[config.mk]
export PLATFORM = sky130hd
export DESIGN_NAME = mem_arbiter_flat
export DESIGN_NICKNAME = d
export VERILOG_FILES = /design/src/rtl/mem_arbiter_if.sv /design/src/rtl/mem_arbiter.sv /design/src/flat_wrapper.sv
export SDC_FILE = /design/constraint.sdc
export NUM_CORES = 1
export LEC_CHECK = 0
export ABC_AREA = 0
export BUFFER_PORTS_ARGS = -buffer_cell sky130_fd_sc_hd__buf_2
export CORE_ASPECT_RATIO = 1.5
export CORE_UTILIZATION = 56
export CTS_CLUSTER_DIAMETER = 100
export DETAILED_ROUTE_END_ITERATION = 10
export GPL_ROUTABILITY_DRIVEN = 1
export PLACE_DENSITY = 0.85
export SLEW_MARGIN = 20
export SYNTH_ARGS = -nofsm -noshare
export SYNTH_HDL_FRONTEND = slang
export SYNTH_SLANG_ARGS = --single-unit
[constraint.sdc]
create_clock -name clk -period 8 [get_ports clk]
set_clock_uncertainty 0.15 [all_clocks]
set_input_delay 2.4 -clock clk [delete_from_list [all_inputs] [get_ports clk]]
set_output_delay 2.4 -clock clk [all_outputs]
set_load 0.02 [all_outputs]
[src/rtl/mem_arbiter_if.sv]
// mem_arbiter_if: fetch, data and backing-memory signals of the two-to-one memory arbiter.
// Rev 1.0
`default_nettype none

interface mem_arbiter_if #(
  parameter int ADDR_WIDTH = 32
);
  logic                  i_ren;
  logic [ADDR_WIDTH-1:0] i_addr;
  logic [31:0]           i_dout;
  logic                  i_stall;

  logic                  d_ren;
  logic                  d_wen;
  logic [ADDR_WIDTH-1:0] d_addr;
  logic [31:0]           d_din;
  logic [31:0]           d_dout;
  logic                  d_stall;

  logic                  m_ren;
  logic                  m_wen;
  logic [ADDR_WIDTH-1:0] m_addr;
  logic [31:0]           m_din;
  logic [31:0]           m_dout;
  logic                  m_ack;

  logic                  busy;

  // Arbiter side.
  modport slave (
    input  i_ren, i_addr, d_ren, d_wen, d_addr, d_din, m_dout, m_ack,
    output i_dout, i_stall, d_dout, d_stall, m_ren, m_wen, m_addr, m_din, busy
  );

  // Core plus memory side.
  modport master (
    output i_ren, i_addr, d_ren, d_wen, d_addr, d_din, m_dout, m_ack,
    input  i_dout, i_stall, d_dout, d_stall, m_ren, m_wen, m_addr, m_din, busy
  );
endinterface

`default_nettype wire

[src/rtl/mem_arbiter.sv]
// mem_arbiter: shares one variable-latency memory between fetch and data ports, data first, fetch starvation-bounded.
// Rev 1.0
`default_nettype none

module mem_arbiter #(
  parameter int ADDR_WIDTH   = 32,
  parameter int STARVE_LIMIT = 4
) (
  input  logic         clk,
  input  logic         rst,
  mem_arbiter_if.slave bus
);
  typedef enum logic [1:0] {
    IDLE   = 2'd0,
    BUSY_I = 2'd1,
    BUSY_D = 2'd2
  } state_t;

  localparam logic [3:0] LIMIT      = 4'(STARVE_LIMIT);
  localparam logic [3:0] STREAK_MAX = 4'd15;

  state_t                state;
  logic [ADDR_WIDTH-1:0] cap_i_addr;
  logic                  cap_d_wr;
  logic [ADDR_WIDTH-1:0] cap_d_addr;
  logic [31:0]           cap_d_din;
  logic                  done_i;
  logic                  done_d;
  logic [3:0]            streak;

  logic                  m_ren;
  logic                  m_wen;
  logic [ADDR_WIDTH-1:0] m_addr;
  logic [31:0]           m_din;
  logic [31:0]           i_dout;
  logic [31:0]           d_dout;

  logic d_req;
  logic match_i;
  logic match_d;
  logic hit_i;
  logic hit_d;
  logic pend_i;
  logic pend_d;

  // Write data only takes part in the match for writes.
  always_comb begin
    d_req   = bus.d_ren | bus.d_wen;
    match_i = bus.i_ren && (bus.i_addr == cap_i_addr);
    match_d = d_req && (bus.d_wen == cap_d_wr) && (bus.d_addr == cap_d_addr)
              && (!bus.d_wen || (bus.d_din == cap_d_din));
    hit_i   = done_i & match_i;
    hit_d   = done_d & match_d;
    pend_i  = bus.i_ren & ~hit_i;
    pend_d  = d_req & ~hit_d;
  end

  always_ff @(posedge clk) begin
    if (rst) begin
      state      <= IDLE;
      cap_i_addr <= '0;
      cap_d_wr   <= 1'b0;
      cap_d_addr <= '0;
      cap_d_din  <= '0;
      done_i     <= 1'b0;
      done_d     <= 1'b0;
      streak     <= '0;
      m_ren      <= 1'b0;
      m_wen      <= 1'b0;
      m_addr     <= '0;
      m_din      <= '0;
      i_dout     <= '0;
      d_dout     <= '0;
    end else begin
      if (!match_i) done_i <= 1'b0;
      if (!match_d) done_d <= 1'b0;
      case (state)
        IDLE: begin
          if (!pend_i) streak <= '0;
          if (pend_d && (!pend_i || (streak < LIMIT))) begin
            state      <= BUSY_D;
            cap_d_wr   <= bus.d_wen;
            cap_d_addr <= bus.d_addr;
            cap_d_din  <= bus.d_din;
            m_ren      <= ~bus.d_wen;
            m_wen      <= bus.d_wen;
            m_addr     <= bus.d_addr;
            m_din      <= bus.d_din;
            if (pend_i && (streak != STREAK_MAX)) streak <= streak + 4'd1;
          end else if (pend_i) begin
            state      <= BUSY_I;
            cap_i_addr <= bus.i_addr;
            m_ren      <= 1'b1;
            m_wen      <= 1'b0;
            m_addr     <= bus.i_addr;
            m_din      <= '0;
            streak     <= '0;
          end
        end
        BUSY_I: begin
          if (bus.m_ack) begin
            i_dout <= bus.m_dout;
            done_i <= 1'b1;
            state  <= IDLE;
            m_ren  <= 1'b0;
            m_wen  <= 1'b0;
            m_addr <= '0;
            m_din  <= '0;
          end
        end
        BUSY_D: begin
          if (bus.m_ack) begin
            if (!cap_d_wr) d_dout <= bus.m_dout;
            // A completed write may have overwritten the word fetch is holding.
            if (cap_d_wr) done_i <= 1'b0;
            done_d <= 1'b1;
            state  <= IDLE;
            m_ren  <= 1'b0;
            m_wen  <= 1'b0;
            m_addr <= '0;
            m_din  <= '0;
          end
        end
        default: state <= IDLE;
      endcase
    end
  end

  assign bus.i_stall = pend_i;
  assign bus.d_stall = pend_d;
  assign bus.i_dout  = i_dout;
  assign bus.d_dout  = d_dout;
  assign bus.m_ren   = m_ren;
  assign bus.m_wen   = m_wen;
  assign bus.m_addr  = m_addr;
  assign bus.m_din   = m_din;
  assign bus.busy    = (state != IDLE);

endmodule

`default_nettype wire
[src/flat_wrapper.sv]
// flat-port wrapper written by rule: the top's interface ports become plain ports
module mem_arbiter_flat 
#(
  parameter int ADDR_WIDTH   = 32,
  parameter int STARVE_LIMIT = 4
)
  (clk, rst, bus_i_ren, bus_i_addr, bus_d_ren, bus_d_wen, bus_d_addr, bus_d_din, bus_m_dout, bus_m_ack, bus_i_dout, bus_i_stall, bus_d_dout, bus_d_stall, bus_m_ren, bus_m_wen, bus_m_addr, bus_m_din, bus_busy);
  mem_arbiter_if #(.ADDR_WIDTH(ADDR_WIDTH)) bus_i ();
  input  logic clk;
  input  logic rst;
  input wire logic [$bits(bus_i.i_ren)-1:0] bus_i_ren;
  input wire logic [$bits(bus_i.i_addr)-1:0] bus_i_addr;
  input wire logic [$bits(bus_i.d_ren)-1:0] bus_d_ren;
  input wire logic [$bits(bus_i.d_wen)-1:0] bus_d_wen;
  input wire logic [$bits(bus_i.d_addr)-1:0] bus_d_addr;
  input wire logic [$bits(bus_i.d_din)-1:0] bus_d_din;
  input wire logic [$bits(bus_i.m_dout)-1:0] bus_m_dout;
  input wire logic [$bits(bus_i.m_ack)-1:0] bus_m_ack;
  output wire logic [$bits(bus_i.i_dout)-1:0] bus_i_dout;
  output wire logic [$bits(bus_i.i_stall)-1:0] bus_i_stall;
  output wire logic [$bits(bus_i.d_dout)-1:0] bus_d_dout;
  output wire logic [$bits(bus_i.d_stall)-1:0] bus_d_stall;
  output wire logic [$bits(bus_i.m_ren)-1:0] bus_m_ren;
  output wire logic [$bits(bus_i.m_wen)-1:0] bus_m_wen;
  output wire logic [$bits(bus_i.m_addr)-1:0] bus_m_addr;
  output wire logic [$bits(bus_i.m_din)-1:0] bus_m_din;
  output wire logic [$bits(bus_i.busy)-1:0] bus_busy;
  assign bus_i.i_ren = bus_i_ren;
  assign bus_i.i_addr = bus_i_addr;
  assign bus_i.d_ren = bus_d_ren;
  assign bus_i.d_wen = bus_d_wen;
  assign bus_i.d_addr = bus_d_addr;
  assign bus_i.d_din = bus_d_din;
  assign bus_i.m_dout = bus_m_dout;
  assign bus_i.m_ack = bus_m_ack;
  assign bus_i_dout = bus_i.i_dout;
  assign bus_i_stall = bus_i.i_stall;
  assign bus_d_dout = bus_i.d_dout;
  assign bus_d_stall = bus_i.d_stall;
  assign bus_m_ren = bus_i.m_ren;
  assign bus_m_wen = bus_i.m_wen;
  assign bus_m_addr = bus_i.m_addr;
  assign bus_m_din = bus_i.m_din;
  assign bus_busy = bus_i.busy;
  mem_arbiter #(.ADDR_WIDTH(ADDR_WIDTH), .STARVE_LIMIT(STARVE_LIMIT)) u_core (.clk(clk), .rst(rst), .bus(bus_i));
endmodule
[Word level (Yosys, flattened, before mapping)]
Index checks and enable logic that the tools add are counted.
Storage, ports and cells
  input bits: 134
  logic and storage cells: 85
  output and inout bits: 133
  register bits: 235
Cells by class
  bitwise logic cells: 10
  add/subtract/negate cells: 1
  magnitude comparators: 1
  eq/ne operators: 9
  reductions and logical operators: 20
  multiplexer cells: 30
Operators with widths (number)
  32-bit two-way mux: 5
  32-bit one-hot mux with 2 select lines: 2
  32-bit equality test: 3
  4-bit two-way mux: 4
  1-bit two-way mux: 12
  3-bit AND reduction: 3
  1-bit logical AND: 6
  2-bit two-way mux: 3
  1-bit one-hot mux with 2 select lines: 3
  2-bit AND reduction: 3
  1-bit NOT: 5
  4-bit by 1-bit adder with 4-bit output (second input constant): 1
  1-bit bitwise AND: 4
  4-bit by 3-bit < comparator with 1-bit output (second input constant): 1
  4-bit != test (second input constant): 1
  2-bit one-hot mux with 2 select lines: 1
  2-bit nonzero test: 2
  3-bit by 1-bit != test with 1-bit output (second input constant): 1
  2-bit by 1-bit equality test with 1-bit output (second input constant): 1
  2-bit equality test (second input constant): 1
  1-bit zero test: 2
  2-bit zero test: 1
  1-bit logical OR: 2
  2-bit by 1-bit != test with 1-bit output (second input constant): 1
  3 further kinds: 3

[Logic depth before layout (Yosys ltp)]
Gate-level depths: netlist (run 1).
  depth after elaboration: 10
  mapped depth: 12
  gate-level depth less buffers: 10

[Worst setup path after synthesis (run 1)]
OpenSTA, ideal clock, no wires.
  path kind: in2out
  from: in bus_i_addr[6]
  to: out bus_i_stall
  setup slack: 1.788 ns
  cell stages on the path: 6
  arrival: 3.662 ns
  path buffers: 0
  data required time: 5.450 ns
  cells stage by stage: xor2_1 > nor4_1 > nand4_1 > or4_4 > nand2_4 > inv_2
Between the ends
  word-level cells in the longest chain between the ends: 5
Ends and longest elaborated chain
  from (decl): RTL line flat_wrapper.sv:12  | input wire logic [$bits(bus_i.i_addr)-1:0] bus_i_addr;
  32-bit equality test: RTL line mem_arbiter.sv:49  | match_i = bus.i_ren && (bus.i_addr == cap_i_addr);
  1-bit logical AND: RTL line mem_arbiter.sv:49
  1-bit bitwise AND: RTL line mem_arbiter.sv:52  | hit_i = done_i & match_i;
  1-bit NOT: RTL line mem_arbiter.sv:54  | pend_i = bus.i_ren & ~hit_i;
  1-bit bitwise AND: RTL line mem_arbiter.sv:54
  to (decl): RTL line flat_wrapper.sv:20  | output wire logic [$bits(bus_i.i_stall)-1:0] bus_i_stall;
No other way between the ends.

[Final worst setup path (run 1)]
  from: in bus_d_addr[17]
  to: out bus_d_stall
Between the ends
  word-level cells in the longest chain between the ends: 6
Ends and longest elaborated chain
  from (decl): RTL line flat_wrapper.sv:15  | input wire logic [$bits(bus_i.d_addr)-1:0] bus_d_addr;
  32-bit equality test: RTL line mem_arbiter.sv:50  | match_d = d_req && (bus.d_wen == cap_d_wr) && (bus.d_addr == cap_d_addr)
  1-bit logical AND: RTL line mem_arbiter.sv:50
  1-bit logical AND: RTL line mem_arbiter.sv:51  | && (!bus.d_wen || (bus.d_din == cap_d_din));
  1-bit bitwise AND: RTL line mem_arbiter.sv:53  | hit_d = done_d & match_d;
  1-bit NOT: RTL line mem_arbiter.sv:55  | pend_d = d_req & ~hit_d;
  1-bit bitwise AND: RTL line mem_arbiter.sv:55
  to (decl): RTL line flat_wrapper.sv:22  | output wire logic [$bits(bus_i.d_stall)-1:0] bus_d_stall;
No other way between the ends.

==> impl_metrics.toml, run 1 <==
[run_status]
outcome = "completed"

[synth]
synth_top_area_share_pct = 49.5
synthArstFlopShare_pct = 0
synth_compound_area_share_pct = 9.71
syn-cell-area_um2 = 9500
syn_nets = 1135
yosys.cell_types.count = 39
synthSimpleGateAreaFrac_pct = 13.9
synth_mux_area_share_pct = 13.7
avgSynthCellArea_um2 = 9.54
ys_ff_latch = 235
synthFlopType = "dfxtp_1"
synth_fa_ha_area_share_pct = 0.659
ys_seq_area_share_pct = 49.5
synth_edf_count = 0
synth_top_family_by_area = "simple AND/OR/NAND/NOR gates"
synthCells = 996
synth.area.top_cells = "dfxtp_1 50%, mux2i_1 14%, xor2_1 8.2%"
synth_top_area_cell = "dfxtp_1"
yosysWarnings = 0
synthXorXnorAreaFrac_pct = 8.94

[final_layout]
final_util_pct = 69.7
final_nets = 1371
finalNonFillerCells = 1458
seq_area_um2 = 4700
layout-drive-gt1-share_pct = 26.1
synthToLayoutAreaGrowth_pct = 22.5
multi_input_area_um2 = 4480
n_fill_cell = 1301
fin_area_um2 = 11600

[placed_design]
gp_congestion = 0.777
placedCellCount = 1418
place_hpwl_um = 16500
place_area_um2 = 10800
portBuffers = 266
place_ws_ns = 1.16

[power_and_ir_drop]
p_leak_nw = 5.48
cellPowerDensity_nw_per_um2 = 247
p_int_mw = 2.10
clockPowerShare_pct = 38.8
peakVddDrop_uv = 209
p_switching_mw = 0.769
total_power_mw = 2.87
p_comb_share_pct = 15.8
p_seq_share_pct = 45.4
p_sw_share_pct = 26.8

[clocking]
cts.sinks = 235
holdBufCountCts = 0
cts_resized = 0
post-cts-setup-buffer-count = 0
clockBufferDepth = 3
numCtsBuffers = 22
path_clk_slew_ns = 0.07
htreeDepth = 1
cts.root.buffer_cell = "clkbuf_16"
tritoncts = "yes"
clkLatencyLatePin_ns = 0.50

[critical_path]
cp-end-kind = "output port"
critPathLaunch = "bus_d_addr[17]"
worstSetupPathType = "input port to output port"
r2r_end = "u_core.bus.m_din[9]"
rrSetupSlack_ns = 4.21
critical_path_arrival_ns = 4.33
crit_cells = 9
slowest_stage = "nor4_1"
path_max_fanout = 7
critPathMaxStageDelay_ns = 0.55
path_delay_family = "simple AND/OR/NAND/NOR gates"
required_ns = 5.45
rr_worst_depth = 10
crit_buf_inv = 3
r2r-start = "u_core.cap_d_addr[17]"
path_cells = "buf_2, xor2_1, nor4_1, nand2_1, nor4_1, nand2_1, o21ai_2, inv_2, buf_2"
worstSetupStartpointType = "input port"
endpoint = "bus_d_stall"

[route]
dr.pass1.iters = 4
postRouteAntennaNets = 0
wl_um = 23600
viasPerCell = 5.32
wl_per_cell_um = 16.2
drc = 0
num_vias = 7755
drtIter0Drc = 319

[sta]
whs_ns = 0.296
finalWorstSetupSlack_ns = 1.12
fin_crit_ns = 6.88
slew_viol_final = 0
setup_viol = 0
finalHoldViolCount = 0
worst_pin_slew_ns = 1.11
fmax_mhz = 145
slew_headroom_pct = 26.2
period_share_pct = 85.9
rsz0062_at_grt = "false"
setup_tns_ns = 0

[floorplan]
start_util_pct = 56.9
dieArea_um2 = 17500
placementRows = 58
die_x_um = 108
boundaryPins = 267
coreArea_um2 = 16700
die_h_um = 162

[global_routing]
grt_pass1_wl_um = 37000
track_usage_pct = 26.6
grt_overflow = 0
antenna_found_initial = 1
grt_pass1_vias = 7550
grt_max_degree = 108

[hold_path]
hp-class = "flop to flop"

[job]
max_cap_violations = 0
-- routing by layer --
metal	track usage, %	wire length [um]	vias up
li1	-	-	3829
met1	30.9	9600	3643
met2	47.1	11800	228
met3	5.37	1390	55
met4	10.9	800	0
met5	0	0	-
-- flip-flops by register name, summed over array words and instances (netlist names), 4 cells and up --
name	cells
u_core.cap_i_addr	32
u_core.streak	4
u_core.bus.m_din	32
u_core.bus.m_addr	32
u_core.bus.i_dout	32
u_core.cap_d_addr	32
u_core.bus.d_dout	32
u_core.cap_d_din	32
-- cell usage after synthesis, types with 2 or more instances --
| master | n |
|---|---|
| dfxtp_1 | 235 |
| nand2_1 | 167 |
| mux2i_1 | 129 |
| nor2_1 | 104 |
| xor2_1 | 89 |
| a21oi_1 | 66 |
| clkbuf_1 | 36 |
| a22o_1 | 35 |
| o21ai_1 | 30 |
| nor4_1 | 23 |
| buf_4 | 12 |
| xnor2_1 | 8 |
| buf_2 | 7 |
| nand3_1 | 6 |
| buf_6 | 5 |
| ha_1 | 5 |
| nand4_1 | 5 |
| and2_1 | 3 |
| inv_1 | 3 |
| o21ai_0 | 3 |
| a31oi_1 | 2 |
| inv_2 | 2 |
| nand2b_1 | 2 |
| nor3_1 | 2 |
| o31ai_1 | 2 |
| or2_2 | 2 |
-- worst register-to-register path: cells and delay by family (launching register included) --
kind	cells	cell delay, ns
buffers and inverters	2	0.72
and+or+nand+nor	4	1.20
xor gates and xnor gates	1	0.17
DFF	1	0.32
AOI/OAI and AO/OA	3	1.19
-- cells by family (layout without fill, tap and decap cells) --
| family | after synthesis | in the layout |
|---|---|---|
| AOI/OAI and AO/OA | 144 | 144 |
| xor gates and xnor gates | 97 | 97 |
| adders and majority gates | 5 | 5 |
| buffers and inverters | 66 | 317 |
| DFF | 235 | 235 |
| muxes | 130 | 130 |
| other | 0 | 1 |
| and+or+nand+nor | 319 | 319 |
-- power groups by stage --
| stage | logic (mW) | clock network, mW | registers, mW |
|---|---|---|---|
| finish | 0.454 | 1.11 | 1.30 |
| global route | 0.494 | 1.18 | 1.31 |
| CTS | 0.457 | 1.13 | 1.30 |
| detailed placement | 0.454 | 0 | 1.33 |
| global placement | 0.446 | 0 | 1.32 |
| floorplan | 0.248 | 0 | 1.38 |
-- cell type report --
class,count,area share (%)
Multi-Input combinational cell,695,38.5
Timing Repair Buffer,273,11.9
Clock inverter,9,1.12
Inverter,5,0.161
Antenna cell,1,0.0215
Sequential cell,235,40.4
Clock buffer,30,5.60
Tap cell,210,2.26
-- worst min path at each step --
| stage | startpoint | endpoint | slack [ns] | depth (start not counted) |
|---|---|---|---|---|
| after floorplan | u_core.streak[3] | u_core.streak[3] | 0.30 | 1 |
| after CTS | u_core.bus.m_addr[23] | u_core.bus.m_addr[23] | 0.30 | 2 |
| after global placement | u_core.bus.m_ren | u_core.bus.m_ren | 0.28 | 1 |
| final | u_core.bus.m_addr[16] | u_core.bus.m_addr[16] | 0.30 | 2 |
| after detailed placement | u_core.bus.m_addr[23] | u_core.bus.m_addr[23] | 0.29 | 2 |
| after global routing | u_core.bus.m_addr[5] | u_core.bus.m_addr[5] | 0.31 | 2 |
-- placed cells by master (no fill, tap or decap), types with 3 or more instances in the layout --
master / netlist / routed
buf_2: 7 / 265
dfxtp_1: 235 / 235
nand2_1: 167 / 166
mux2i_1: 129 / 129
nor2_1: 104 / 103
xor2_1: 89 / 89
a21oi_1: 66 / 66
a22o_1: 35 / 35
o21ai_1: 30 / 30
nor4_1: 23 / 23
clkbuf_16: 0 / 23
xnor2_1: 8 / 8
buf_4: 12 / 8
nand4_1: 5 / 5
nand3_1: 6 / 5
ha_1: 5 / 5
clkbuf_8: 0 / 5
clkinvlp_4: 0 / 4
o21ai_0: 3 / 3
inv_1: 3 / 3
bufinv_16: 0 / 3
Power figures use the tool's default switching activity.
==> run 2: changes to the inputs <==
- ABC_AREA: 0 -> 1
- BUFFER_PORTS_ARGS: -buffer_cell sky130_fd_sc_hd__buf_2 -> not set
- CORE_UTILIZATION: 56 -> 59
- DONT_BUFFER_PORTS: not set -> 1
- PLACE_DENSITY: 0.85 -> 0.75
==> run 2 against run 1 <==
  * Sequential share of layout area down 0.33 points
  * Critical endpoint unchanged
  * Sequential power up 9%
  * Fmax up 11%
  * Sequential cell count unchanged
  * Via count up 24%
==> impl_metrics.toml, run 2 <==
[final_layout]
n_fill_cell = 1630
final_common_cell = "nand2_1"
layout-drive-gt1-share_pct = 4.25
synthToLayoutAreaGrowth_pct = 8.27
antennaDiodeCount = 0
final_nets = 1722
seq_area_um2 = 4700
mostFrequentLayoutCells = "410 x nand2_1, 246 x nor2_1, 235 x dfxtp_1"
multi_input_area_um2 = 4910

[clocking]
clkLatencyLatePin_ns = 0.52
tritoncts = "yes"
htreeDepth = 1
clockBufferDepth = 3
path_clk_slew_ns = 0.06
post-cts-setup-buffer-count = 0
cts_resized = 0
cts.sinks = 235
numCtsBuffers = 24
cts.root.buffer_cell = "clkbuf_16"
holdBufCountCts = 0

[sta]
period_share_pct = 77.2
setup_viol = 0
whs_ns = 0.306
fmax_mhz = 162
slew_headroom_pct = 25.0
rsz0062_at_grt = "false"
fin_crit_ns = 6.18
finalHoldViolCount = 0
worst_pin_slew_ns = 1.12
slew_viol_final = 0
setup_tns_ns = 0

[route]
drc = 0
num_vias = 9634
drtIter0Drc = 656
dr.pass1.iters = 5
wl_um = 27900
wl_per_cell_um = 15.3
postRouteAntennaNets = 0
viasPerCell = 5.30

[floorplan]
placementRows = 60
die_x_um = 113
boundaryPins = 267
dieArea_um2 = 18900
die_h_um = 168
start_util_pct = 60.4
coreArea_um2 = 17900

[synth]
avgSynthCellArea_um2 = 6.63
yosysWarnings = 0
synth_top_area_cell = "dfxtp_1"
synth_top_area_share_pct = 43.4
synth.area.top_cells = "dfxtp_1 43%, nand2_1 14%, nor2_1 8.6%"
yosys.cell_types.count = 29
synthArstFlopShare_pct = 0
ys_ff_latch = 235
synthFlopType = "dfxtp_1"
syn-cell-area_um2 = 10800
netlist_top_cells_count = "410 x nand2_1, 247 x nor2_1, 235 x dfxtp_1"
synthCells = 1634
yosysMostFrequentCell = "nand2_1"
syn_nets = 1773
ys_seq_area_share_pct = 43.4
synth_edf_count = 0

[run_status]
outcome = "completed"

[critical_path]
required_ns = 5.45
cp-end-kind = "output port"
critical_path_arrival_ns = 3.63
worstSetupPathType = "input port to output port"
worstSetupStartpointType = "input port"
path_max_fanout = 10

[global_routing]
grt_max_degree = 108
grt_pass1_wl_um = 44100
grt_pass1_vias = 9118
track_usage_pct = 28.8
antenna_found_initial = 0
grt_overflow = 0

[placed_design]
portBuffers = 0
gp_congestion = 0.812
place_hpwl_um = 19100

[power_and_ir_drop]
cellPowerDensity_nw_per_um2 = 270
p_leak_nw = 5.33
peakVddDrop_uv = 177

[hold_path]
hp-class = "flop to flop"

[job]
max_cap_violations = 0
run 2: where the power goes:
part           internal (mW)  total, mW  switching, mW
Combinational          0.146      0.418          0.272
Clock                  0.852       1.33          0.474
Sequential              1.28       1.42          0.144
Total                   2.28       3.17          0.890
run 2: cell families (layout without fill, tap and decap cells):
| kind of cell | count (synthesis) | in the layout | synth area share [%] |
|---|---|---|---|
| muxes | 1 | 1 | 0.104 |
| adders and majority gates | 5 | 5 | 0.577 |
| and+or+nand+nor | 728 | 728 | 26.7 |
| buffers and inverters | 305 | 272 | 11.3 |
| AOI/OAI and AO/OA | 325 | 325 | 15.0 |
| DFF | 235 | 235 | 43.4 |
| xor gates and xnor gates | 35 | 35 | 2.83 |
run 2: path summary, 6_finish.rpt:
kind	depth (start not counted)	slack [ns]	startpoint	endpoint
max	8	1.82	bus_d_ren	bus_d_stall
min	2	0.31	u_core.cap_i_addr[16]	u_core.cap_i_addr[16]
max reg2reg	14	4.54	u_core.cap_i_addr[5]	u_core.cap_i_addr[1]
min reg2reg	2	0.31	u_core.cap_i_addr[16]	u_core.cap_i_addr[16]
run 2: cell type report:
cell class,instances,area share (%)
Multi-Input combinational cell,1094,41.9
Sequential cell,235,40.1
Inverter,219,7.03
Clock buffer,33,6.10
Tap cell,217,2.31
Clock inverter,11,1.99
Timing Repair Buffer,9,0.576
run 2: per-layer routing:
layer / vias to the layer above / part of all wire (%) / global-route usage, %
li1: 4948 / - / -
met1: 4288 / 38 / 30.7
met2: 339 / 49 / 52.2
met3: 59 / 8.8 / 8.10
met4: 0 / 3.9 / 12.6
met5: - / 0 / 0
run 2: critical path, cell delays in order:
cell and delay, ns:
or2_1 0.38, nand4_1 0.13, nor2_1 0.12, nand3_1 0.08, nor2_2 0.16, nand2_4 0.13
nand2_2 0.12, inv_2 0.10
run 2: metrics by stage:
step	worst slack, ns	instances	power [mW]	instance area (um^2)	utilization (%)
floorplan	1.83	1634	1.78	10800	-
global placement	1.87	1774	1.85	10800	60.1
detailed placement	1.83	1774	1.87	10800	60.1
CTS	1.85	1818	3.18	11700	65.4
global route	1.73	1818	3.30	11700	65.4
finish	1.82	1818	3.17	11700	65.4
